### config.mk
export PLATFORM = sky130hd
export DESIGN_NAME = i2s_rx
export DESIGN_NICKNAME = d
export VERILOG_FILES = /design/src/rtl/i2s_pkg.sv /design/src/rtl/sync_edge.sv /design/src/rtl/i2s_rx.sv
export SDC_FILE = /design/constraint.sdc
export NUM_CORES = 1
export LEC_CHECK = 0
export CAP_MARGIN = 20
export CORE_UTILIZATION = 47
export CTS_CLUSTER_DIAMETER = 50
export DETAILED_ROUTE_END_ITERATION = 10
export PLACE_DENSITY_LB_ADDON = 0.15
export REMOVE_ABC_BUFFERS = 1
export SYNTH_ARGS = -nofsm -noshare
export SYNTH_HDL_FRONTEND = slang
export SYNTH_SLANG_ARGS = --single-unit
### constraint.sdc
create_clock -name mck -period 2.6 [get_ports mck]
set_input_delay 0.39 -clock mck [delete_from_list [all_inputs] [get_ports mck]]
set_output_delay 0.39 -clock mck [all_outputs]
set_load 0.03 [all_outputs]
### src/rtl/i2s_pkg.sv
// rtl/i2s_pkg.sv - shared I2S definitions for the receiver and transmitter
package i2s_pkg;

    localparam int SAMPLE_W_DEFAULT = 24;

    typedef enum logic [1:0] {
        IDLE  = 2'd0,
        DELAY = 2'd1,
        SHIFT = 2'd2,
        HOLD  = 2'd3
    } i2s_state_e;

    localparam logic LEFT  = 1'b0;
    localparam logic RIGHT = 1'b1;

    function automatic logic chan_of(input logic lrck_level);
        return lrck_level ? RIGHT : LEFT;
    endfunction

endpackage

### src/rtl/sync_edge.sv
// rtl/sync_edge.sv - multi-flop input synchronizer with rising-edge detect
module sync_edge #(
    parameter int STAGES = 2
) (
    input  logic clk_i,
    input  logic rst_ni,
    input  logic d_i,
    output logic sync_o,
    output logic rise_o
);

    logic [STAGES-1:0] sync_q;
    logic              prev_q;

    always_ff @(posedge clk_i) begin
        if (!rst_ni) begin
            sync_q <= '0;
            prev_q <= 1'b0;
        end else begin
            sync_q <= (sync_q << 1) | STAGES'(d_i);
            prev_q <= sync_q[STAGES-1];
        end
    end

    assign sync_o = sync_q[STAGES-1];
    assign rise_o = sync_q[STAGES-1] & ~prev_q;

endmodule

### src/rtl/i2s_rx.sv
// rtl/i2s_rx.sv - I2S receiver: oversampled bck/lrck/data, word capture per channel slot
module i2s_rx
    import i2s_pkg::*;
#(
    parameter int SAMPLE_W    = SAMPLE_W_DEFAULT,
    parameter int SYNC_STAGES = 2
) (
    input  logic                mck,
    input  logic                rst_n,
    input  logic                bck,
    input  logic                lrck,
    input  logic                i2s_data,
    output logic [SAMPLE_W-1:0] sample,
    output logic                chan,
    output logic                sample_valid,
    output logic                frame_err
);

    localparam int CNT_W = $clog2(SAMPLE_W + 1);

    logic bck_rise, lrck_s, data_s;
    logic bck_sync_unused, lrck_rise_unused, data_rise_unused;

    sync_edge #(.STAGES(SYNC_STAGES)) u_bck (
        .clk_i (mck), .rst_ni(rst_n), .d_i(bck),
        .sync_o(bck_sync_unused), .rise_o(bck_rise)
    );
    sync_edge #(.STAGES(SYNC_STAGES)) u_lrck (
        .clk_i (mck), .rst_ni(rst_n), .d_i(lrck),
        .sync_o(lrck_s), .rise_o(lrck_rise_unused)
    );
    sync_edge #(.STAGES(SYNC_STAGES)) u_data (
        .clk_i (mck), .rst_ni(rst_n), .d_i(i2s_data),
        .sync_o(data_s), .rise_o(data_rise_unused)
    );

    i2s_state_e          state_q;
    logic [CNT_W-1:0]    cnt_q;
    logic [SAMPLE_W-1:0] shreg_q;
    logic [SAMPLE_W-1:0] sample_q;
    logic                lrck_prev_q, primed_q, slot_ch_q;
    logic                chan_q, valid_q, err_q;

    logic [SAMPLE_W-1:0] shreg_d;
    logic [CNT_W-1:0]    cnt_d;
    logic                slot_start, word_done;

    // The first bck_rise after reset only records lrck, so a reset landing
    // inside a slot never fabricates a slot start from the cleared history.
    assign slot_start = bck_rise & primed_q & (lrck_s != lrck_prev_q);
    assign shreg_d    = {shreg_q[SAMPLE_W-2:0], data_s};
    assign cnt_d      = cnt_q + 1'b1;
    assign word_done  = (cnt_q == CNT_W'(SAMPLE_W - 1));

    // The bck_rise that reveals an lrck change carries the previous slot's last
    // bit (the I2S one-bit delay), so entering DELAY consumes it; the MSB of the
    // new slot arrives on the rise taken in DELAY.
    always_ff @(posedge mck) begin
        if (!rst_n) begin
            state_q     <= IDLE;
            cnt_q       <= '0;
            shreg_q     <= '0;
            sample_q    <= '0;
            lrck_prev_q <= LEFT;
            primed_q    <= 1'b0;
            slot_ch_q   <= LEFT;
            chan_q      <= LEFT;
            valid_q     <= 1'b0;
            err_q       <= 1'b0;
        end else begin
            valid_q <= 1'b0;
            err_q   <= 1'b0;
            if (bck_rise) begin
                primed_q    <= 1'b1;
                lrck_prev_q <= lrck_s;
                if (slot_start) begin
                    slot_ch_q <= chan_of(lrck_s);
                end
                case (state_q)
                    IDLE, HOLD: begin
                        if (slot_start) begin
                            state_q <= DELAY;
                            cnt_q   <= '0;
                        end
                    end
                    DELAY, SHIFT: begin
                        if (word_done) begin
                            // A 24-bit slot's LSB shares its rise with the next lrck edge.
                            sample_q <= shreg_d;
                            chan_q   <= slot_ch_q;
                            valid_q  <= 1'b1;
                            state_q  <= slot_start ? DELAY : HOLD;
                            cnt_q    <= slot_start ? '0 : CNT_W'(SAMPLE_W);
                        end else if (slot_start) begin
                            err_q   <= 1'b1;
                            state_q <= DELAY;
                            cnt_q   <= '0;
                        end else begin
                            shreg_q <= shreg_d;
                            cnt_q   <= cnt_d;
                            state_q <= SHIFT;
                        end
                    end
                    default: state_q <= IDLE;
                endcase
            end
        end
    end

    assign sample       = sample_q;
    assign chan         = chan_q;
    assign sample_valid = valid_q;
    assign frame_err    = err_q;

endmodule

# Word level (Yosys, flattened, before mapping)
# Index checks and enable logic that the tools add are counted.
# Widths: inputs -> output; s select.
# op_classes
n_mux	13
addsub	1
bitwise	12
n_reduce_logical	9
n_eq_ne	6
# ops
op	count
$mux 5	4
$pmux 5 s2	1
$mux 2	4
$not 1->1	6
$or 2x1->2	3
$reduce_and 3->1	2
$add 5x1->5 const B	1
$eq 5x5->1 const B	1
$eq 2x2->1 const B	2
$pmux 2 s2	1
$reduce_and 2->1	2
$reduce_and 4->1	1
$reduce_or 2->1	2
$reduce_or 4->1	1
$and 1x1->1	3
$mux 1	3
$eq 2x1->1 const B	1
$logic_not 2->1	1
$ne 2x2->1 const B	1
$ne 1x1->1	1
# word_totals
output_inout_bits	27
reg_bits	67
word_cells	55

# Longest topological paths before layout
# depth
depth_word	7
depth_mapped	6

# Modules after synthesis
# From an unflattened synthesis, not the netlist that was laid out.
# unflattened
hier_cells	278
hier_area_um2	2693.8
# modules_own_cells
mod	n_inst	cells_per_inst	area_each_um2
i2s_rx	1	257	2416.1
sync_edge	3	7	92.6

# Worst setup path after synthesis
# Ideal clock, no wire load.
# synth_path
path_type	register -> register
startpoint	reg cnt_q[0]
endpoint	reg shreg_q[10]
t_arrival_ns	1.758
slack_ns	0.770
path_buffers	2
setup_ns	0.072
stages_incl_launch_ff	7
cell_sequence	dfxtp_1 > ha_1 > and4b_1 > buf_6 > a2111oi_4 > buf_6 > mux2i_1
# synth_via
elab_chain_len	3
# synth_rtl
item	line	rtl
start: declaration	i2s_rx.sv:38	logic [CNT_W-1:0] cnt_q;
start signal: assignment	i2s_rx.sv:93	cnt_q <= slot_start ? '0 : CNT_W'(SAMPLE_W);
start signal: assignment	i2s_rx.sv:100	cnt_q <= cnt_d;
$eq 5x5->1	i2s_rx.sv:53	assign word_done = (cnt_q == CNT_W'(SAMPLE_W - 1));
$not 1->1 (no source line)	-	
$reduce_and 4->1 (no source line)	-	
end signal: assignment	i2s_rx.sv:99	shreg_q <= shreg_d;
end: declaration	i2s_rx.sv:39	logic [SAMPLE_W-1:0] shreg_q;
# No other way between the ends.
# A chain may end at the register's enable or synchronous reset.

# Worst setup path in the final report
# layout_path
startpoint	reg cnt_q[0]
endpoint	reg shreg_q[8]
# The elaborated chain is that of the path after synthesis.

==> impl_metrics.csv <==
group,metric,value,unit
status,status,"completed",
setup_path,crit_type,"reg2reg",
power_and_ir_drop,internal_power,1500,uW
sta,final_hold_viol_count,0,
sta,tns,0,ns
global_route,globalRouteOverflowTotal,0,
setup_path,worstSetupStartpointType,"flop",
floorplan,die_width,76.7,um
setup_path,arrival,2.15,ns
power_and_ir_drop,clkPwrFrac,42.8,%
global_route,grt_max_degree,33,
synth,synth-seq-cells,67,
sta,finalSetupViolations,0,
global_route,first_global_vias,1962,
place,gp_congestion,0.724,
sta,worst_pin_slew,0.532,ns
cells_and_area,layout-drive-gt1-share,10.2,%
synth,avgSynthCellArea,9.64,um2
clock_tree,clkTransAtPathRegs,0.07,ns
synth,syn_area,2620,um2
place,post-place-ws,0.720,ns
power_and_ir_drop,power.switching,399,uW
cells_and_area,final_nets,307,
global_route,grt_antenna_before_repair,0,
cells_and_area,antennaDiodeCount,0,
sta,rsz0062_at_grt,"no",
floorplan,ioPinCount,32,
clock_tree,clock_latency,0.33,ns
power_and_ir_drop,pwr-share-comb,2.8,%
synth,ys_types,30,
drt,antenna_left,0,
drt,first_pass_iters,4,
place,dp_hpwl,3.67,mm
setup_path,endpoint_kind,"flop",
place,port-buffer-count,31,
sta,setup_ws,0.697,ns
clock_tree,cts_resized,0,
clock_tree,cts-hold-fix-buffers,0,
clock_tree,cts_num_sinks,67,
cells_and_area,post-route-util,61.0,%
floorplan,die_area,5880,um2
power_and_ir_drop,ir_drop,0.389,mV
sta,max_slew_margin,64.4,%
global_route,grt_pass1_wl,9.54,mm
drt,wl_per_cell,15.4,um
global_route,gr-usage-all-layers,20.7,%
sta,finalMaxSlewViolations,0,
flow_run,max_cap_viol_count,0,
clock_tree,h-tree-depth,3,
drt,vias,2120,
floorplan,core-area,5240,um2
setup_path,cp.required,2.85,ns
sta,fmax,0.525,GHz
drt,routed_wl,5.74,mm
floorplan,row_count,26,
clock_tree,cts-buffers-inserted,9,
synth,ys_seq_area_share,51.1,%
synth,synthCells,272,
floorplan,die_h,76.7,um
power_and_ir_drop,swShare,20.9,%
hold_path,hold_path_depth,1,
clock_tree,root_buffer,"clkbuf_8",
clock_tree,cts_setup_buffers,0,
synth,synth_area_leaders,"dfxtp_1 51%, mux2i_1 8.8%, o31ai_1 7.7%",
power_and_ir_drop,leakagePower,0.00101,uW
clock_tree,cts.path.max_buffers,2,
synth,yosysTopAreaCell,"dfxtp_1",
drt,drc,0,
sta,timing.final.crit_share,73.2,%
hold_path,hold_class,"reg2reg",
drt,drt_iter0_markers,83,
synth,synth_top_area_share,51.1,%
setup_path,worstRegToRegCells,5,
drt,vias_per_cell,5.67,
cells_and_area,syn_to_final_growth,21.9,%
clock_tree,tritoncts,"yes",
setup_path,crit_fanout,23,
synth,yosysWarningCount,0,
power_and_ir_drop,seq_power_share,54.4,%
floorplan,initial_core_util,50.1,%
power_and_ir_drop,powerDensity,595,nW/um2
sta,skew,0.00307,ns
sta,min_period,1.90,ns
-- cells by family after synthesis --
logic type,after synthesis,share of synthesized area [%]
xor+xnor,3,1.00
mux,23,8.78
buf+inv,30,5.15
fa+ha+maj,1,0.477
flops,67,51.1
simple gates,79,16.2
compound gates,69,17.3
-- worst max-delay path: stages (launching register included) --
cell and delay (ns):
dfxtp_1 0.33, ha_1 0.26, and4b_1 0.25, a2111oi_4 0.31
buf_4 0.40, mux2i_1 0.26
-- layer usage --
metal  up-vias  global-route usage, %  part of all wire (%)
li1       1058                      -                     -
met1      1004                   27.5                    50
met2        46                   31.5                    44
met3        12                   3.93                   2.5
met4         0                   11.3                   2.5
met5         -                      0                     0
-- synthesized netlist by cell type --
library cell and number:
a2111oi_4 1, a211o_1 1, a211oi_1 1, a21oi_1 31, a31o_2 1, a31oi_1 2, and2_1 7, and4b_1 1
buf_6 3, clkbuf_1 23, dfxtp_1 67, ha_1 1, inv_1 4, mux2i_1 23, nand2_1 26, nand2b_1 1
nand3_1 6, nand4_1 26, nand4b_1 1, nor2_1 4, nor2b_1 1, nor3_1 1, nor4_1 1, nor4bb_1 1
o21a_1 2, o21ai_0 3, o31ai_1 27, or4_1 3, xnor2_1 1, xor2_1 2
-- area by class of cell --
class                      instances  area, um2
multi-input combinational        175       1160
timing repair buffer              44        408
clock buffer                      11        141
clock inverter                     3       40.0
fill                             473       2040
inverter                           4       15.0
tap                               70       87.6
sequential                        67       1340
-- power by group through the flow --
stage	logic [uW]	clock network [uW]	registers (uW)
global route	58.3	876	1040
floorplan	22.6	0	1060
global placement	52.8	0	1060
finish	53.3	814	1040
detailed placement	53.0	0	1060
CTS	53.3	829	1040
-- through the flow --
step	area, um2	hold WS [ns]	total power, uW	std cells
2_1_floorplan	2500	0.412	1080	246
3_3_place_gp	3020	0.414	1110	360
3_5_place_dp	3020	0.418	1110	360
4_1_cts	3200	0.434	1920	374
5_1_grt	3200	0.454	1970	374
6_report	3200	0.434	1900	374
-- path summary, 6_finish.rpt --
path	from	endpoint	slack [ns]
worst max-delay path	cnt_q[0]	shreg_q[8]	0.70
worst min-delay path	u_bck.sync_q[0]	u_bck.sync_q[1]	0.43
worst max register to register	cnt_q[0]	shreg_q[8]	0.70
worst min register to register	u_bck.sync_q[0]	u_bck.sync_q[1]	0.43
-- cells in the final DEF, fill, tap and decap left out --
| cell type | netlist | final |
|---|---|---|
| a2111oi_4 | 1 | 1 |
| a211o_1 | 1 | 1 |
| a211oi_1 | 1 | 1 |
| a21oi_1 | 31 | 31 |
| a31o_2 | 1 | 1 |
| a31oi_1 | 2 | 2 |
| and2_1 | 7 | 7 |
| and4b_1 | 1 | 1 |
| buf_4 | 0 | 13 |
| bufinv_16 | 0 | 1 |
| clkbuf_1 | 23 | 1 |
| clkbuf_8 | 0 | 10 |
| clkdlybuf4s50_1 | 0 | 31 |
| clkinv_2 | 0 | 2 |
| dfxtp_1 | 67 | 67 |
| ha_1 | 1 | 1 |
| inv_1 | 4 | 4 |
| mux2i_1 | 23 | 23 |
| nand2_1 | 26 | 26 |
| nand2b_1 | 1 | 1 |
| nand3_1 | 6 | 6 |
| nand4_1 | 26 | 26 |
| nand4b_1 | 1 | 1 |
| nor2_1 | 4 | 4 |
| nor2b_2 | 0 | 1 |
| nor3_1 | 1 | 1 |
| nor4_1 | 1 | 1 |
| nor4bb_1 | 1 | 1 |
| o21a_1 | 2 | 2 |
| o21ai_0 | 3 | 3 |
| o31ai_1 | 27 | 27 |
| or4_1 | 3 | 3 |
| xnor2_2 | 0 | 1 |
| xor2_1 | 2 | 1 |
| xor2_2 | 0 | 1 |
-- registers in the layout, indices dropped and copies added (netlist names), 2 cells and up --
signal / cells
cnt_q: 5
sample: 24
shreg_q: 23
state_q: 2
u_bck.sync_q: 2
u_data.sync_q: 2
u_lrck.sync_q: 2
(Power assumes the default switching activity.)
